File: src/rtl/keypad_pkg.sv
// rtl/keypad_pkg.sv - shared types, sizes and column helpers for the keypad scanner
package keypad_pkg;

    localparam int KEY_ROWS = 4;
    localparam int KEY_COLS = 4;
    localparam int CODE_W   = 4;

    typedef logic [CODE_W-1:0] key_code_t;

    typedef enum logic [1:0] {
        ST_IDLE     = 2'd0,
        ST_PRESS_DB = 2'd1,
        ST_HELD     = 2'd2,
        ST_REL_DB   = 2'd3
    } kp_state_t;

    // Number of low (pressed) column lines, saturating at 2 since 2+ is all ghost logic cares about
    function automatic logic [1:0] count_low(input logic [KEY_COLS-1:0] col_n);
        logic [1:0] n;
        n = 2'd0;
        for (int i = 0; i < KEY_COLS; i++) begin
            if (!col_n[i] && n != 2'd2) begin
                n = n + 2'd1;
            end
        end
        return n;
    endfunction

    // Index of the lowest-numbered low column line (only meaningful when exactly one is low)
    function automatic logic [1:0] first_low(input logic [KEY_COLS-1:0] col_n);
        logic [1:0] idx;
        idx = 2'd0;
        for (int i = KEY_COLS - 1; i >= 0; i--) begin
            if (!col_n[i]) begin
                idx = 2'(i);
            end
        end
        return idx;
    endfunction

endpackage

File: src/rtl/keypad_scanner_if.sv
// rtl/keypad_scanner_if.sv - keypad matrix lines and accepted-key outputs
interface keypad_scanner_if;
    import keypad_pkg::*;

    logic [KEY_COLS-1:0] key_col;
    logic [KEY_ROWS-1:0] key_row;
    key_code_t           key_code;
    logic                key_valid;
    logic                key_held;

    // Scanner side: senses columns, drives rows and reports keys
    modport master (
        input  key_col,
        output key_row,
        output key_code,
        output key_valid,
        output key_held
    );

    // Keypad/consumer side
    modport slave (
        output key_col,
        input  key_row,
        input  key_code,
        input  key_valid,
        input  key_held
    );
endinterface

File: src/rtl/keypad_scanner_tick_gen.sv
// rtl/keypad_scanner_tick_gen.sv - one-cycle enable pulse every SCAN_DIV clocks
module scan_tick_gen #(
    parameter int SCAN_DIV = 2500
) (
    input  logic clock,
    input  logic reset,
    output logic tick
);
    localparam int                CNT_W = $clog2(SCAN_DIV);
    localparam logic [CNT_W-1:0]  LAST  = CNT_W'(SCAN_DIV - 1);

    logic [CNT_W-1:0] count;

    assign tick = (count == LAST);

    // Free-running prescaler that wraps on the tick cycle
    always_ff @(posedge clock or negedge reset) begin
        if (!reset) begin
            count <= '0;
        end else if (tick) begin
            count <= '0;
        end else begin
            count <= count + CNT_W'(1);
        end
    end
endmodule

File: src/rtl/keypad_scanner.sv
// rtl/keypad_scanner.sv - 4x4 active-low keypad scanner with scan-level debounce
module keypad_scanner
    import keypad_pkg::*;
#(
    parameter int SCAN_DIV       = 2500,
    parameter int DEBOUNCE_SCANS = 4
) (
    input  logic               clock,
    input  logic               reset,
    keypad_scanner_if.master   kp
);
    localparam logic [3:0] DB_LAST = 4'(DEBOUNCE_SCANS);

    logic [KEY_COLS-1:0] col_meta, col_sync;
    logic                tick;
    logic [1:0]          row_idx;
    logic [KEY_ROWS-1:0] row_drive;

    logic [1:0] hits_acc;
    key_code_t  single_acc;
    logic       cand_hit_acc;

    logic [1:0] row_hits;
    logic [2:0] hits_sum;
    logic [1:0] scan_hits;
    key_code_t  scan_single;
    logic       scan_cand_hit;
    logic       eos;
    logic       is_single;

    kp_state_t  state, state_next;
    key_code_t  cand, cand_next;
    logic [3:0] cnt, cnt_next, cnt_inc;
    logic       accept, release_key;

    key_code_t  code_q;
    logic       valid_q, held_q;

    // Column lines are asynchronous to the clock; two flops before use
    always_ff @(posedge clock or negedge reset) begin
        if (!reset) begin
            col_meta <= 4'b1111;
            col_sync <= 4'b1111;
        end else begin
            col_meta <= kp.key_col;
            col_sync <= col_meta;
        end
    end

    scan_tick_gen #(.SCAN_DIV(SCAN_DIV)) u_tick (
        .clock (clock),
        .reset (reset),
        .tick  (tick)
    );

    // Step to the next row after each tick has sampled the current one
    always_ff @(posedge clock or negedge reset) begin
        if (!reset) begin
            row_idx   <= 2'd0;
            row_drive <= 4'b1110;
        end else if (tick) begin
            row_idx   <= row_idx + 2'd1;
            row_drive <= ~(4'b0001 << (row_idx + 2'd1));
        end
    end

    assign kp.key_row = row_drive;

    // Scan view including the row being sampled this cycle
    always_comb begin
        row_hits      = count_low(col_sync);
        hits_sum      = {1'b0, hits_acc} + {1'b0, row_hits};
        scan_hits     = (hits_sum >= 3'd2) ? 2'd2 : hits_sum[1:0];
        scan_single   = (hits_acc == 2'd0 && row_hits == 2'd1) ? {row_idx, first_low(col_sync)}
                                                               : single_acc;
        scan_cand_hit = cand_hit_acc | ((row_idx == cand[3:2]) && !col_sync[cand[1:0]]);
        eos           = tick && (row_idx == 2'd3);
        is_single     = (scan_hits == 2'd1);
    end

    // Per-scan accumulators; cleared once the row-3 sample has been evaluated
    always_ff @(posedge clock or negedge reset) begin
        if (!reset) begin
            hits_acc     <= 2'd0;
            single_acc   <= '0;
            cand_hit_acc <= 1'b0;
        end else if (eos) begin
            hits_acc     <= 2'd0;
            single_acc   <= '0;
            cand_hit_acc <= 1'b0;
        end else if (tick) begin
            hits_acc     <= scan_hits;
            single_acc   <= scan_single;
            cand_hit_acc <= scan_cand_hit;
        end
    end

    // Debounce state register
    always_ff @(posedge clock or negedge reset) begin
        if (!reset) begin
            state <= ST_IDLE;
            cand  <= '0;
            cnt   <= 4'd0;
        end else begin
            state <= state_next;
            cand  <= cand_next;
            cnt   <= cnt_next;
        end
    end

    // Debounce transitions, only evaluated when a full scan completes
    always_comb begin
        state_next = state;
        cand_next  = cand;
        cnt_next   = cnt;
        cnt_inc    = cnt + 4'd1;
        if (eos) begin
            case (state)
                ST_IDLE: begin
                    if (is_single) begin
                        cand_next = scan_single;
                        if (DEBOUNCE_SCANS == 1) begin
                            state_next = ST_HELD;
                            cnt_next   = 4'd0;
                        end else begin
                            state_next = ST_PRESS_DB;
                            cnt_next   = 4'd1;
                        end
                    end
                end
                ST_PRESS_DB: begin
                    if (is_single && scan_single == cand) begin
                        if (cnt_inc == DB_LAST) begin
                            state_next = ST_HELD;
                            cnt_next   = 4'd0;
                        end else begin
                            cnt_next   = cnt_inc;
                        end
                    end else if (is_single) begin
                        cand_next = scan_single;
                        cnt_next  = 4'd1;
                    end else begin
                        state_next = ST_IDLE;
                        cnt_next   = 4'd0;
                    end
                end
                ST_HELD: begin
                    if (!scan_cand_hit) begin
                        if (DEBOUNCE_SCANS == 1) begin
                            state_next = ST_IDLE;
                            cnt_next   = 4'd0;
                        end else begin
                            state_next = ST_REL_DB;
                            cnt_next   = 4'd1;
                        end
                    end
                end
                ST_REL_DB: begin
                    if (scan_cand_hit) begin
                        state_next = ST_HELD;
                        cnt_next   = 4'd0;
                    end else if (cnt_inc == DB_LAST) begin
                        state_next = ST_IDLE;
                        cnt_next   = 4'd0;
                    end else begin
                        cnt_next   = cnt_inc;
                    end
                end
                default: begin
                    state_next = ST_IDLE;
                    cnt_next   = 4'd0;
                end
            endcase
        end
    end

    // Acceptance and release events derived from the transition being taken
    always_comb begin
        accept      = 1'b0;
        release_key = 1'b0;
        if (eos) begin
            accept      = (state == ST_IDLE || state == ST_PRESS_DB) && (state_next == ST_HELD);
            release_key = (state == ST_HELD || state == ST_REL_DB) && (state_next == ST_IDLE);
        end
    end

    // Registered key outputs; key_code keeps the last accepted key after release
    always_ff @(posedge clock or negedge reset) begin
        if (!reset) begin
            code_q  <= '0;
            valid_q <= 1'b0;
            held_q  <= 1'b0;
        end else begin
            valid_q <= accept;
            if (accept) begin
                code_q <= cand_next;
                held_q <= 1'b1;
            end else if (release_key) begin
                held_q <= 1'b0;
            end
        end
    end

    assign kp.key_code  = code_q;
    assign kp.key_valid = valid_q;
    assign kp.key_held  = held_q;
endmodule

File: src/flat_wrapper.sv
// flat-port wrapper written by rule: the top's interface ports become plain ports
module keypad_scanner_flat import keypad_pkg::*;
#(
    parameter int SCAN_DIV       = 2500,
    parameter int DEBOUNCE_SCANS = 4
)
  (clock, reset, kp_key_col, kp_key_row, kp_key_code, kp_key_valid, kp_key_held);
  keypad_scanner_if kp_i ();
  input  logic clock;
  input  logic reset;
  input wire logic [$bits(kp_i.key_col)-1:0] kp_key_col;
  output wire logic [$bits(kp_i.key_row)-1:0] kp_key_row;
  output wire logic [$bits(kp_i.key_code)-1:0] kp_key_code;
  output wire logic [$bits(kp_i.key_valid)-1:0] kp_key_valid;
  output wire logic [$bits(kp_i.key_held)-1:0] kp_key_held;
  assign kp_i.key_col = kp_key_col;
  assign kp_key_row = kp_i.key_row;
  assign kp_key_code = kp_i.key_code;
  assign kp_key_valid = kp_i.key_valid;
  assign kp_key_held = kp_i.key_held;
  keypad_scanner #(.SCAN_DIV(SCAN_DIV), .DEBOUNCE_SCANS(DEBOUNCE_SCANS)) u_core (.clock(clock), .reset(reset), .kp(kp_i));
endmodule
File: config.mk
export PLATFORM = sky130hd
export DESIGN_NAME = keypad_scanner_flat
export DESIGN_NICKNAME = d
export VERILOG_FILES = /design/src/rtl/keypad_pkg.sv /design/src/rtl/keypad_scanner_if.sv /design/src/rtl/keypad_scanner_tick_gen.sv /design/src/rtl/keypad_scanner.sv /design/src/flat_wrapper.sv
export SDC_FILE = /design/constraint.sdc
export NUM_CORES = 1
export LEC_CHECK = 0
export BUFFER_PORTS_ARGS = -buffer_cell sky130_fd_sc_hd__buf_2
export CAP_MARGIN = 25
export CELL_PAD_IN_SITES_DETAIL_PLACEMENT = 2
export CELL_PAD_IN_SITES_GLOBAL_PLACEMENT = 2
export CORE_ASPECT_RATIO = 0.5
export CORE_MARGIN = 2
export CORE_UTILIZATION = 43
export DETAILED_ROUTE_END_ITERATION = 8
export GPL_ROUTABILITY_DRIVEN = 0
export PLACE_DENSITY_LB_ADDON = 0.1
export SLEW_MARGIN = 30
export SYNTH_ARGS = -nofsm -noshare
export SYNTH_HDL_FRONTEND = slang
export SYNTH_SLANG_ARGS = --single-unit
File: constraint.sdc
create_clock -name clock -period 6.03 [get_ports clock]
set_clock_uncertainty 0.1 [all_clocks]
set_input_delay 0.3015 -clock clock [delete_from_list [all_inputs] [get_ports clock]]
set_output_delay 0.3015 -clock clock [all_outputs]
set_load 0.02 [all_outputs]
# After elaboration in Yosys (flattened, before gate mapping)
# Index checks and enable logic that the tools add are counted.
[totals]
register_bits = 49
in_bits = 6
elab_cells = 106
[op_classes]
n_addsub = 7
n_lt_le_gt_ge = 2
eq_ne = 16
shifts = 1
mux = 43
bitwise_logic = 2
reduce_logical = 21
[op_table]
columns = ["cell", "n"]
rows = [
  ["two-way mux 4 bit", 11],
  ["two-way mux 2 bit", 18],
  ["one-hot mux 4 bit (4 select lines)", 1],
  ["adder 12 x 1 -> 12 bit, second input constant", 1],
  ["equality test 12 bit, second input constant", 1],
  ["two-way mux 12 bit", 1],
  ["logical AND 1 bit", 9],
  ["two-way mux 1 bit", 9],
  ["equality test 2 bit, second input constant", 4],
  ["one-hot mux 2 bit (4 select lines)", 1],
  ["one-hot mux 4 bit (2 select lines)", 1],
  ["adder 2 x 1 -> 2 bit, second input constant", 3],
  ["equality test 2 x 1 -> 1 bit, second input constant", 3],
  ["zero test 2 bit", 3],
  ["!= test 2 bit, second input constant", 3],
  ["adder 4 x 1 -> 4 bit, second input constant", 1],
  ["equality test 4 x 3 -> 1 bit, second input constant", 1],
  ["equality test 4 bit", 1],
  ["zero test 1 bit", 4],
  ["inverter 4 bit", 1],
  ["nonzero test 2 bit", 2],
  ["left shift 1 x 2 -> 4 bit, first input constant", 1],
  ["adder 2 x 2 -> 3 bit", 1],
  [">= comparator 3 x 2 -> 1 bit, second input constant", 1],
  ["9 further kinds", 10],
]

# Logic depth before layout (Yosys ltp)
# Gate-level depths: netlist of run 1.
[logic_depth]
word_depth = 23
depth_mapped = 15
ltp_nobuf = 15

# Cells and area by module
# From an unflattened synthesis of run 1, not the netlist that was laid out.
[hier_totals]
hier_cells = 250
hier_area_um2 = 2653.8
[modules_own_cells]
columns = ["mod", "instances", "cells_per_inst", "area_per_inst_um2", "seq_area_each_um2"]
rows = [
  ["keypad_scanner", 1, 196, 2068.2, 939.7],
  ["scan_tick_gen", 1, 54, 585.6, 300.3],
]

# Worst setup path before layout of run 1
# Ideal clock, no wire load.
[synth_path]
path_type = "reg-to-reg"
start = "register u_core.col_sync[0]"
end = "register u_core.cand[0]"
t_arrival_ns = 3.380
slack_ns = 2.422
stages_incl_launch_ff = 14
path_buffers = 0
synth_period_minus_slack_ns = 3.608
cell_sequence = "dfstp_2 > inv_1 > ha_1 > xnor2_1 > ha_1 > nor2_1 > xnor2_1 > ha_1 > inv_1 > fa_1 > nand3_1 > nand2b_1 > nor4_4 > mux2_1"
[synth_between]
elab_chain_cells = 18
elab_cells_between_ends = 27
[synth_lines]
columns = ["item", "line", "source"]
rows = [
  ["start, declared", "keypad_scanner.sv:14", "logic [KEY_COLS-1:0] col_meta, col_sync;"],
  ["start signal, assigned", "keypad_scanner.sv:46", "col_sync <= col_meta;"],
  ["parallel branches: the longest is 16 deep, another holds adder 2 x 2 -> 3 bit", "--", ""],
  ["one-hot mux 4 bit (2 select lines) (*)", "keypad_scanner.sv:118", "case (state)"],
  ["two-way mux 4 bit (*)", "keypad_scanner.sv:117", "if (eos) begin"],
  ["via u_core.cand_next[0]", "keypad_scanner.sv:32", "key_code_t cand, cand_next;"],
  ["end signal, assigned", "keypad_scanner.sv:106", "cand <= cand_next;"],
  ["end, declared", "keypad_scanner.sv:32", ""],
]
# Mark *: on every way through the listed nets, which the timed path passes.
# A chain may end at the register's enable or synchronous reset.

# Final worst setup path of run 1
[layout_path]
start = "register u_core.col_sync[0]"
end = "register u_core.cand[2]"
# Same word-level chain as after synthesis.

==> results by group, run 1 <==
Outcome
  • Status: finished, final reports clean

Timing
  • Max Slew Vio Count: 0
  • Period utilization: a little over two thirds
  • RSZ-0062 raised after global routing: no
  • Worst rel slew slack: between 40% and 50%
  • Final setup vio count: 0
  • Setup Total Neg Slack: 0 ns
  • FMAX: ~0.24 GHz
  • Hold Slack: about 0.0045 ns
  • Tightest Pin Transition: 0.866 ns
  • Fin. Hold Viols: 0
  • Minimum clock period: between 4 and 5 ns
  • Min setup slack post-route: ~1.8 ns

Setup path
  • CP endpoint: u_core.cand[2]
  • Setup crit start kind: flop
  • Crit end category: flop
  • WP depth: 14
  • Crit path from: u_core.col_sync[0]
  • Worst stage delay on the critical path: approximately 0.6 ns
  • Reg-to-reg slack, setup: around 1.8 ns
  • Critical-path cell list: inv_1, ha_1, nor2_1, xnor2_1, ha_1, nor2_1, xnor2_1, ha_1, inv_1, fa_1, nand3_1, nand2b_1, nor4_4, mux2_1
  • Crit path max-delay family: simple AND/OR/NAND/NOR gates
  • R2R cell count: 14
  • WP data required: 6.11 ns
  • Critical setup path kind: flop to flop
  • Crit-path max FO: 7
  • Critical Path Slowest Stage Cell: dfstp_2
  • Most used cell, CP: ha_1
  • FF-to-FF Start: u_core.col_sync[0]
  • CP bufs+invs: 2
  • CP arrival: 4.33 ns
  • Critical R2R Capture: u_core.cand[2]

Logic synthesis
  • Post-Syn Instances: around 250
  • Mapped Avg Cell Area: 10.4 um^2
  • Yosys top cell by area: dfrtp_1
  • Syn nets: roughly 270
  • Ys Warns: 0
  • Top_reg_cell synth: dfrtp_1
  • Fraction of the yosys area taken by sequential cells: approximately 47%
  • Post-synth ARST share: 100%
  • Post-Synthesis Cell Area: between 0.002 and 0.003 mm^2
  • Most frequent cells after synthesis: 38 x dfrtp_1, 28 x nand2_1, 19 x o21ai_0
  • Distinct cells, synth: 52
  • Yosys top cell area share: a little over a third
  • #FFs+latches synth: 49
  • Number of enable flip-flop cells after synthesis: 0
  • Top cells by area, synth: dfrtp_1 36%, dfstp_2 11%, ha_1 5.3%
  • Most frequent cell after synthesis: dfrtp_1

Clock tree
  • Setup repair bufs after CTS: 0
  • CTS tree: yes
  • Clk_lat worst skew: approximately 0.3 ns
  • Clock transition at path regs: ~0.070 ns
  • Root buffer cell: clkbuf_16
  • Clock buffer depth: 2
  • Htree depth: 2
  • # clock sinks: 49
  • Total CTS buffers: 5

Global routing
  • Grt total ovfl: 0
  • Vias in the first global route: 2172
  • Largest net degree at the start of global routing: 50
  • First-pass GRT wire length: 11900 um
  • Initial antenna violation count: 0
  • GRT Total Usage: between 20% and 30%

Routing
  • DRC violations left: 0
  • Routed WL per cell: roughly 21 um
  • Drt pass-1 iters: 4
  • Detailed-route via count: slightly above 2000
  • Routed Antenna Nets: 0
  • DRT Wirelength: between 7000 and 8000 um
  • Vias per cell: 5.77
  • First DRT Iteration DRCs: between 100 and 150

Finish
  • Diodes inserted: 0
  • Nets: a little under 300
  • Layout cells sized above 1: a little under a fifth
  • Reg area: approximately 0.0012 mm^2
  • Layout area overhead: 14.0%
  • Fill count: a little over 600
  • Multi-input gate area: 0.00131 mm^2
  • Layout Utilization: between 40% and 50%

Placed design
  • Dpl hpwl: roughly 5000 um
  • IO Port Bufs: 15
  • Setup WS pre-CTS: between 1.5 and 2 ns

Die
  • Die height: 59.2 um
  • Die W: 114 um
  • Die area: roughly 0.0068 mm^2
  • Core box area: roughly 0.006 mm^2
  • Starting Density: a little over two fifths
  • Num ports: 16
  • Rows: 20

Power and ir drop
  • Worst vdd ir: roughly 90 uV
  • P_leak: around 1.4 nW
  • PD cells: 246 mW/mm^2

Hold path
  • Worst Hold Class: primary input to async pin

Run
  • Max_cap viols: 0
## cell usage in the layout, fill, tap and decap left out, types with 3 or more instances in the layout
cell type       n
nand2_1        28
o22ai_1         3
o31ai_1         7
inv_1          13
clkbuf_16       5
mux2_2          4
nor2_1         18
buf_2          15
xor2_1          8
nand3_1         9
nand4_1         3
and2_1          3
nand2b_1        4
dlygate4sd3_1   4
mux2_1          4
dfrtp_1        38
a21oi_1         4
and4_1          3
xnor2_1         9
nor3_1          5
o21ai_0        19
dfstp_2        11
a22oi_1         4
ha_1           11
and3_1          4
## kinds of logic (layout without fill, tap and decap cells)
logic type,after synthesis,after routing,synth area share [%]
AO/OA/AOI/OAI,50,50,13.3
XOR/XNOR,17,17,5.68
adder cells (fa/ha/maj),12,12,6.01
buffers and inverters,19,41,2.82
flip-flops,49,49,47.3
multiplexers,10,10,4.68
AND/OR/NAND/NOR,94,94,20.2
## power by group
part / switching [mW] / internal (mW)
sequential: 0.00289 / 0.334
clock: 0.140 / 0.199
combinational: 0.0405 / 0.0186
## layout make-up
type                            count  area share (%)
Multi-Input combinational cell    183            43.7
Timing Repair Buffer               20            4.10
Inverter                           13            1.63
Sequential cell                    49            41.5
Clock inverter                      3            1.63
Tap cell                           77            3.22
Clock buffer                        5            4.19
## state kept, by name, indices dropped and copies added (netlist names), 2 cells and up
name and count:
u_core.kp.key_code 4, u_core.col_meta 4, u_core.cnt 4, u_core.row_idx 2, u_core.u_tick.count 12, u_core.state 2, u_core.hits_acc 2, u_core.single_acc 4
u_core.cand 4, u_core.kp.key_row 4, u_core.col_sync 4
## what timing repair did
item	in CTS	in global routing
hold endpoints to repair	4	0
resized for setup	0	0
hold buffers	4	0
## worst register-to-register path, delay by kind of cell (launching register included)
family,cells,cell delay (ns)
AND/OR/NAND/NOR,5,1.33
adder cells (fa/ha/maj),4,1.19
flip-flops,1,0.60
multiplexers,1,0.39
XOR/XNOR,2,0.35
buffers and inverters,2,0.17
## worst min path at each step
| stage | end | slack (ns) |
|---|---|---|
| 2_1_floorplan | u_core.cand[0] | -0.09 |
| 5_1_grt | u_core.cnt[2] | 0.04 |
| 6_report | u_core.cnt[2] | 0.005 |
| 3_5_place_dp | u_core.col_sync[2] | 0.25 |
| 4_1_cts | u_core.kp.key_row[0] | 0.03 |
| 3_3_place_gp | u_core.col_sync[2] | 0.25 |
## through the flow
stage / instances / total power, mW / cell area (um^2)
5_1_grt: 350 / 0.760 / 2990
6_report: 350 / 0.734 / 2990
2_1_floorplan: 251 / 0.378 / 2620
3_5_place_dp: 338 / 0.398 / 2780
3_3_place_gp: 338 / 0.395 / 2780
4_1_cts: 350 / 0.742 / 2990
## per-layer routing
layer	global-route usage (%)	wire length, um
met5	0	0
met4	5.75	63
met1	31.2	3480
met2	40.9	3550
met3	5.93	245
Power figures use the tool's default switching activity.
==> inputs of run 2 (changes only) <==
ABC_AREA = 1   (was unset)
CORE_UTILIZATION = 33   (was 43)
clock period = 3.54 ns   (was 6.03 ns; I/O delays follow)
==> results by group, run 2 <==
Clock tree
  • Clock buffer depth: 2 (unchanged)
  • Htree depth: 2 (unchanged)
  • CTS tree: yes
  • Total CTS buffers: 5 (unchanged)
  • Root buffer cell: clkbuf_16
  • Clk_lat worst skew: 0.29 ns (about the same)
  • # clock sinks: 49 (unchanged)
  • Clock transition at path regs: 0.06 ns (about the same)

Finish
  • Commonest non-fill, non-tap cell in the layout: nand2_1
  • Max FFs per register: 12 (unchanged)
  • Diodes inserted: 0 (unchanged)
  • Most frequent cells in the layout: 65 x nand2_1, 52 x inv_1, 38 x dfrtp_1
  • Layout cells sized above 1: 29.3% (+10 points)
  • Largest register by flop count: u_core.u_tick.count
  • Nets: 404 (+39%)
  • Layout area overhead: 26.9%

Logic synthesis
  • Yosys top cell by area: dfrtp_1
  • Number of enable flip-flop cells after synthesis: 0 (unchanged)
  • Fraction of the yosys area taken by sequential cells: 45.3% (-2.0 points)
  • Top cells by area, synth: dfrtp_1 35%, dfstp_2 11%, nand2_1 10%
  • Post-Syn Instances: 339 (+35%)
  • Distinct cells, synth: 33 (-37%)
  • Syn nets: 357 (+33%)
  • Post-synth ARST share: 100% (unchanged)
  • Mapped Avg Cell Area: 8.07 um^2 (-23%)
  • Top_reg_cell synth: dfrtp_1
  • Yosys top cell area share: 34.8% (-1.5 points)
  • Most frequent cell after synthesis: nand2_1
  • Post-Synthesis Cell Area: 0.00274 mm^2 (+4.3%)
  • Ys Warns: 0 (unchanged)
  • Most frequent cells after synthesis: 75 x nand2_1, 61 x inv_1, 38 x dfrtp_1
  • #FFs+latches synth: 49 (unchanged)

Routing
  • First DRT Iteration DRCs: 60 (-42%)
  • Detailed-route via count: 2426 (+20%)
  • Routed WL per cell: 16.8 um (-20%)
  • DRC violations left: 0 (unchanged)
  • Vias per cell: 4.87 (-16%)
  • Drt pass-1 iters: 4 (unchanged)
  • DRT Wirelength: 8370 um (+14%)
  • Routed Antenna Nets: 0 (unchanged)

Setup path
  • CP arrival: 3.55 ns (-0.78 ns)
  • Crit-path max FO: 4 (-3)
  • WP data required: 3.67 ns (-2.44 ns)
  • Critical R2R Capture: u_core.cnt[3]
  • R2R cell count: 23 (+9)
  • Setup crit start kind: flop
  • Reg-to-reg slack, setup: 0.12 ns (-1.66 ns)
  • Crit path from: u_core.col_sync[1]
  • FF-to-FF Start: u_core.col_sync[1]
  • Crit end category: flop
  • Critical setup path kind: flop to flop

Timing
  • Min setup slack post-route: 0.120 ns (-1.66 ns)
  • Worst rel slew slack: 61.7% (+19 points)
  • Tightest Pin Transition: 0.573 ns (-0.293 ns)
  • Final setup vio count: 0 (unchanged)
  • Setup Total Neg Slack: 0 ns (unchanged)
  • Minimum clock period: 3.42 ns (-0.829 ns)
  • Max Slew Vio Count: 0 (unchanged)
  • FMAX: 0.292 GHz (+24%)
  • Period utilization: 96.6% (+26 points)
  • Fin. Hold Viols: 0 (unchanged)

Power and ir drop
  • Worst vdd ir: 182 uV (+99%)
  • PD cells: 366 mW/mm^2 (+49%)
  • Sw Pwr: 0.343 mW (+88%)
  • Seq pwr share: 45.1% (-0.7 points)
  • Switching part of the total power: 27.0% (+2.1 points)
  • Combinational power share: 16.2% (+8.1 points)
  • Int Pwr: 0.928 mW (+68%)
  • P_leak: 1.67 nW (+23%)
  • Clk pwr share: 38.7% (-7.4 points)

Placed design
  • Dpl hpwl: 5690 um (+15%)
  • IO Port Bufs: 15 (unchanged)
  • Setup WS pre-CTS: -0.185 ns (-2.06 ns)

Hold path
  • Hold path depth: 0
  • Hold wc startpoint: u_core.col_meta[0]
  • Hold worst-path end: u_core.col_sync[0]
  • Worst Hold Class: flop to flop

Global routing
  • First-pass GRT wire length: 13700 um (+14%)
  • Vias in the first global route: 2719 (+25%)
  • Largest net degree at the start of global routing: 43 (-14%)
  • Initial antenna violation count: 0 (unchanged)
  • GRT Total Usage: 19.6% (-4.4 points)
  • Grt total ovfl: 0 (unchanged)

Die
  • Rows: 23 (+15%)
  • Die area: 0.00908 mm^2 (+34%)
  • Die W: 133 um (+16%)
  • Core box area: 0.00803 mm^2 (+34%)
  • Starting Density: 34.1% (-9.8 points)
  • Die height: 68.4 um (+15%)
  • Num ports: 16 (unchanged)

Run
  • Max_cap viols: 0 (unchanged)

Outcome
  • Status: finished, final reports clean
==> run 2: cell count changes after synthesis, moves of 8 or more <==
cell	delta
a21oi_1	+8
nand2_1	+47
nand2_2	+14
nor2_1	+8
inv_1	+48
nand3_1	+13
==> run 2: worst max path at each step <==
stage / end / slack [ns] / depth (start not counted)
finish: u_core.cnt[3] / 0.12 / 23
detailed placement: u_core.kp.key_code[2] / -0.19 / 23
CTS: u_core.kp.key_code[1] / 0.0009 / 22
global route: u_core.kp.key_code[0] / -0.1 / 24
global placement: u_core.kp.key_code[2] / 0.07 / 22
floorplan: u_core.kp.key_code[3] / 0.16 / 22
==> run 2: power by group through the flow <==
| stage | Combinational (mW) | Sequential, mW | Clock, mW |
|---|---|---|---|
| finish | 0.206 | 0.573 | 0.492 |
| CTS | 0.162 | 0.571 | 0.505 |
| global route | 0.223 | 0.573 | 0.532 |
| floorplan | 0.0855 | 0.581 | 0 |
| global placement | 0.125 | 0.582 | 0 |
| detailed placement | 0.133 | 0.582 | 0 |
==> run 2: layout make-up <==
class	count	area, um^2
fill	906	4560
tap	112	140
timing repair buffer	41	293
inverter	64	248
multi-input combinational	225	1410
sequential	49	1240
clock buffer	7	143
==> run 2: worst max-delay path: stages, from the launching register on <==
cell     delay [ns]
dfstp_2        0.57
inv_4          0.06
ha_4           0.17
nor2_4         0.11
nand2_2        0.09
nand2_2        0.09
ha_4           0.15
nor2_4         0.04
buf_4          0.13
buf_4          0.12
nand2_1        0.09
nand2_2        0.10
fa_1           0.50
nand2_1        0.08
inv_2          0.07
nand2_2        0.07
inv_2          0.08
nand2_2        0.07
nor2_4         0.17
buf_4          0.15
nand3_1        0.09
nand2_2        0.11
nand3_1        0.08
nand2_1        0.07
==> run 2: cell families (layout without fill, tap and decap cells) <==
| family | count (synthesis) | in the layout | synth area share (%) |
|---|---|---|---|
| and+or+nand+nor | 165 | 166 | 29.4 |
| buffers and inverters | 66 | 112 | 9.06 |
| DFF | 49 | 49 | 45.3 |
| AOI/OAI and AO/OA | 42 | 42 | 8.83 |
| adders and majority gates | 12 | 12 | 5.76 |
| xor gates and xnor gates | 5 | 5 | 1.60 |
==> run 2: per-layer routing <==
layer	GRT usage (%)	wire [um]	part of all wire (%)
met5	0	0	0
met4	4.44	78	0.93
met3	4.07	260	3.1
met2	36.0	4180	50
met1	24.3	3850	46
==> run 2: metrics by stage <==
stage          instance area (um^2)  power [mW]  hold slack (ns)  std cells  utilization, %
2_1_floorplan                  2740       0.666           -0.219        339               -
3_3_place_gp                   2970       0.707            0.183        467            36.9
3_5_place_dp                   2970       0.715            0.109        467            37.0
4_1_cts                        3280        1.24            0.258        487            40.8
5_1_grt                        3470        1.33            0.263        498            43.2
6_report                       3470        1.27            0.258        498            43.2
==> run 2: repair_timing <==
| action | 4_1_cts | 5_1_grt |
|---|---|---|
| hold buffers | 5 | 0 |
| endpoints found under the hold margin | 36 | 0 |
| cloned | 1 | 0 |
| pin swaps | 7 | 23 |
| resized for setup | 17 | 33 |
| setup buffers | 7 | 11 |
| setup endpoints to repair | 15 | 16 |
==> inputs of run 3 (changes only) <==
CORE_UTILIZATION = 34   (was 33)
SYNTH_HIERARCHICAL = 1   (was unset)
==> results by group, run 3 <==
Outcome
  • Status: finished, final reports clean

Clock tree
  • Clk_lat worst skew: 0.29 ns (about the same)
  • CTS tree: yes
  • Htree depth: 2 (unchanged)
  • # clock sinks: 49 (unchanged)
  • Total CTS buffers: 5 (unchanged)
  • Root buffer cell: clkbuf_16
  • Clock transition at path regs: 0.07 ns (about the same)
  • Clock buffer depth: 2 (unchanged)

Die
  • Die W: 131 um (-1.0%)
  • Die height: 67.7 um (-1.0%)
  • Num ports: 16 (unchanged)
  • Starting Density: 34.7% (+0.65 points)
  • Core box area: 0.00794 mm^2 (-1.1%)
  • Die area: 0.00889 mm^2 (-2.0%)
  • Rows: 23 (unchanged)

Setup path
  • CP arrival: 3.44 ns (-0.11 ns)
  • CP endpoint: u_core/kp.key_code[0]
  • Setup crit start kind: flop
  • CP bufs+invs: 6 (unchanged)
  • R2R cell count: 22 (-4.3%)
  • Critical Path Slowest Stage Cell: dfstp_2
  • WP depth: 22 (-4.3%)
  • Worst stage delay on the critical path: 0.54 ns (-0.03 ns)
  • Critical-path cell list: inv_2, ha_4, inv_1, nand2_2, nand2_2, ha_2, nor2_4, inv_2, nand3_4, nand2_8, ha_1, inv_1, fa_1, nand2_1, inv_2, nand2_4, inv_6, nand2_1, o221ai_1, o21ai_1, nand4_1, nand2_1
  • Crit path max-delay family: adder cells
  • Reg-to-reg slack, setup: 0.23 ns (+0.11 ns)
  • FF-to-FF Start: u_core/col_sync[1]
  • Critical R2R Capture: u_core/kp.key_code[0]
  • Crit path from: u_core/col_sync[1]
  • Critical setup path kind: flop to flop
  • WP data required: 3.67 ns (about the same)
  • Crit end category: flop
  • Crit-path max FO: 8 (+4)

Logic synthesis
  • Most frequent cells after synthesis: 77 x nand2_1, 46 x inv_1, 38 x dfrtp_1
  • Mapped Avg Cell Area: 8.51 um^2 (+5.5%)
  • Yosys top cell by area: dfrtp_1
  • Post-Syn Instances: 324 (-4.4%)
  • Ys Warns: 6 (+6)
  • Top cells by area, synth: dfrtp_1 34%, dfstp_2 10%, nand2_1 10%
  • Top_reg_cell synth: dfrtp_1
  • Yosys top cell area share: 34.5% (-0.28 points)
  • Distinct cells, synth: 38 (+15%)
  • Most frequent cell after synthesis: nand2_1
  • Post-synth ARST share: 100% (unchanged)
  • #FFs+latches synth: 49 (unchanged)
  • Syn nets: 343 (-3.9%)
  • Post-Synthesis Cell Area: 0.00276 mm^2 (+0.82%)
  • Fraction of the yosys area taken by sequential cells: 45.0% (-0.37 points)
  • Number of enable flip-flop cells after synthesis: 0 (unchanged)

Timing
  • Fin. Hold Viols: 0 (unchanged)
  • Worst rel slew slack: 51.9% (-9.8 points)
  • Min setup slack post-route: 0.228 ns (+0.107 ns)
  • Final setup vio count: 0 (unchanged)
  • FMAX: 0.302 GHz (+3.2%)
  • Tightest Pin Transition: 0.722 ns (+0.149 ns)
  • Max Slew Vio Count: 0 (unchanged)
  • Minimum clock period: 3.31 ns (-0.107 ns)
  • Hold Slack: 0.258 ns (-0.000576 ns)
  • Period utilization: 93.6% (-3.0 points)

Power and ir drop
  • Clk pwr share: 40.6% (+1.9 points)
  • Switching part of the total power: 26.6% (-0.44 points)
  • Worst vdd ir: 181 uV (-0.40%)
  • Power Total: 1.24 mW (-2.5%)
  • Sw Pwr: 0.329 mW (-4.1%)
  • Int Pwr: 0.910 mW (-1.9%)
  • P_leak: 1.61 nW (-3.5%)
  • Combinational power share: 13.2% (-3.0 points)
  • Seq pwr share: 46.2% (+1.1 points)
  • PD cells: 369 mW/mm^2 (+0.91%)

Finish
  • Commonest non-fill, non-tap cell in the layout: nand2_1
  • Max FFs per register: 12 (unchanged)
  • Multi-input gate area: 0.00139 mm^2 (-1.2%)
  • Layout cells sized above 1: 27.2% (-2.1 points)
  • Layout Utilization: 42.2% (-1.0 points)
  • Reg area: 0.00124 mm^2 (unchanged)
  • Layout area overhead: 21.6%
  • Nets: 382 (-5.4%)
  • Fill count: 918 (+1.3%)
  • Most frequent cells in the layout: 74 x nand2_1, 42 x inv_1, 38 x dfrtp_1
  • Largest register by flop count: u_core/u_tick/count
  • Diodes inserted: 0 (unchanged)
  • Final instance area: 0.00335 mm^2 (-3.4%)

Hold path
  • Hold wc startpoint: u_core/col_meta[1]
  • Worst Hold Class: flop to flop

Routing
  • Vias per cell: 4.90 (+0.57%)
  • Drt pass-1 iters: 4 (unchanged)
  • DRC violations left: 0 (unchanged)
  • First DRT Iteration DRCs: 50 (-17%)
  • Detailed-route via count: 2332 (-3.9%)
  • Routed Antenna Nets: 0 (unchanged)
  • Routed WL per cell: 16.1 um (-4.2%)
  • DRT Wirelength: 7670 um (-8.4%)

Global routing
  • Initial antenna violation count: 0 (unchanged)
  • Vias in the first global route: 2561 (-5.8%)
  • GRT Total Usage: 19.0% (-0.56 points)
  • First-pass GRT wire length: 13000 um (-4.8%)
  • Grt total ovfl: 0 (unchanged)
  • Largest net degree at the start of global routing: 30 (-30%)

Placed design
  • Dpl hpwl: 5600 um (-1.7%)
  • Total placed instance area: 0.00304 mm^2 (+2.3%)
  • IO Port Bufs: 15 (unchanged)
  • Setup WS pre-CTS: -0.215 ns (-0.0295 ns)

Run
  • Max_cap viols: 0 (unchanged)
## run 3: cell families after synthesis
kind of cell               synth area share (%)
AOI/OAI and AO/OA                          7.67
and+or+nand+nor                            31.1
buffers and inverters                      7.21
xor gates and xnor gates                   2.86
adders and majority gates                  6.17
DFF                                        45.0
## run 3: worst reg2reg max path, stage by stage, from the launching register on
cell	delay (ns)
dfstp_2	0.54
inv_2	0.07
ha_4	0.28
inv_1	0.05
nand2_2	0.06
nand2_2	0.06
ha_2	0.20
nor2_4	0.13
inv_2	0.07
nand3_4	0.09
nand2_8	0.06
ha_1	0.17
inv_1	0.06
fa_1	0.40
nand2_1	0.10
inv_2	0.06
nand2_4	0.11
inv_6	0.06
nand2_1	0.06
o221ai_1	0.10
o21ai_1	0.22
nand4_1	0.11
nand2_1	0.09
## run 3: how the worst min path moves through the flow
stage                                   to  slack (ns)  depth (start not counted)
finish                  u_core/col_sync[1]        0.26                          0
global route            u_core/col_sync[1]        0.26                          0
CTS                     u_core/col_sync[1]        0.26                          0
detailed placement  u_core/u_tick/count[1]        0.19                          1
global placement    u_core/u_tick/count[2]        0.17                          1
floorplan                   u_core/cand[0]       -0.22                          0
## run 3: area by class of cell
class	count	share of cell area, %
flip-flops and latches	49	37.0
well taps	112	4.18
multi-input cells	222	41.5
clock buffers	6	4.14
clock inverters	2	0.410
inverters	50	5.74
repair buffers	35	7.09
## run 3: repair_timing
action	CTS	global route
hold endpoints to repair	32	0
hold buffers	5	0
setup buffers	3	2
endpoints found under the setup margin	10	12
pin swaps	5	11
gates resized for setup	15	11
## run 3: metrics by stage
stage          TNS (ns)  std cells
6_report              0        476
3_3_place_gp          0        458
2_1_floorplan         0        324
5_1_grt         -0.0292        476
3_5_place_dp     -0.438        458
4_1_cts               0        474
## run 3: power groups by stage
stage	logic [mW]	clock network, mW	registers (mW)
3_3_place_gp	0.133	0	0.582
2_1_floorplan	0.0888	0	0.581
6_report	0.163	0.503	0.572
3_5_place_dp	0.139	0	0.582
4_1_cts	0.158	0.522	0.572
5_1_grt	0.182	0.547	0.573
## run 3: layer usage
metal	vias to the layer above	global-route usage [%]	wire (um)
met5	-	0	0
met4	0	4.48	80
met3	9	4.13	176
met2	14	35.0	3790
met1	1183	23.5	3610
li1	1126	-	-
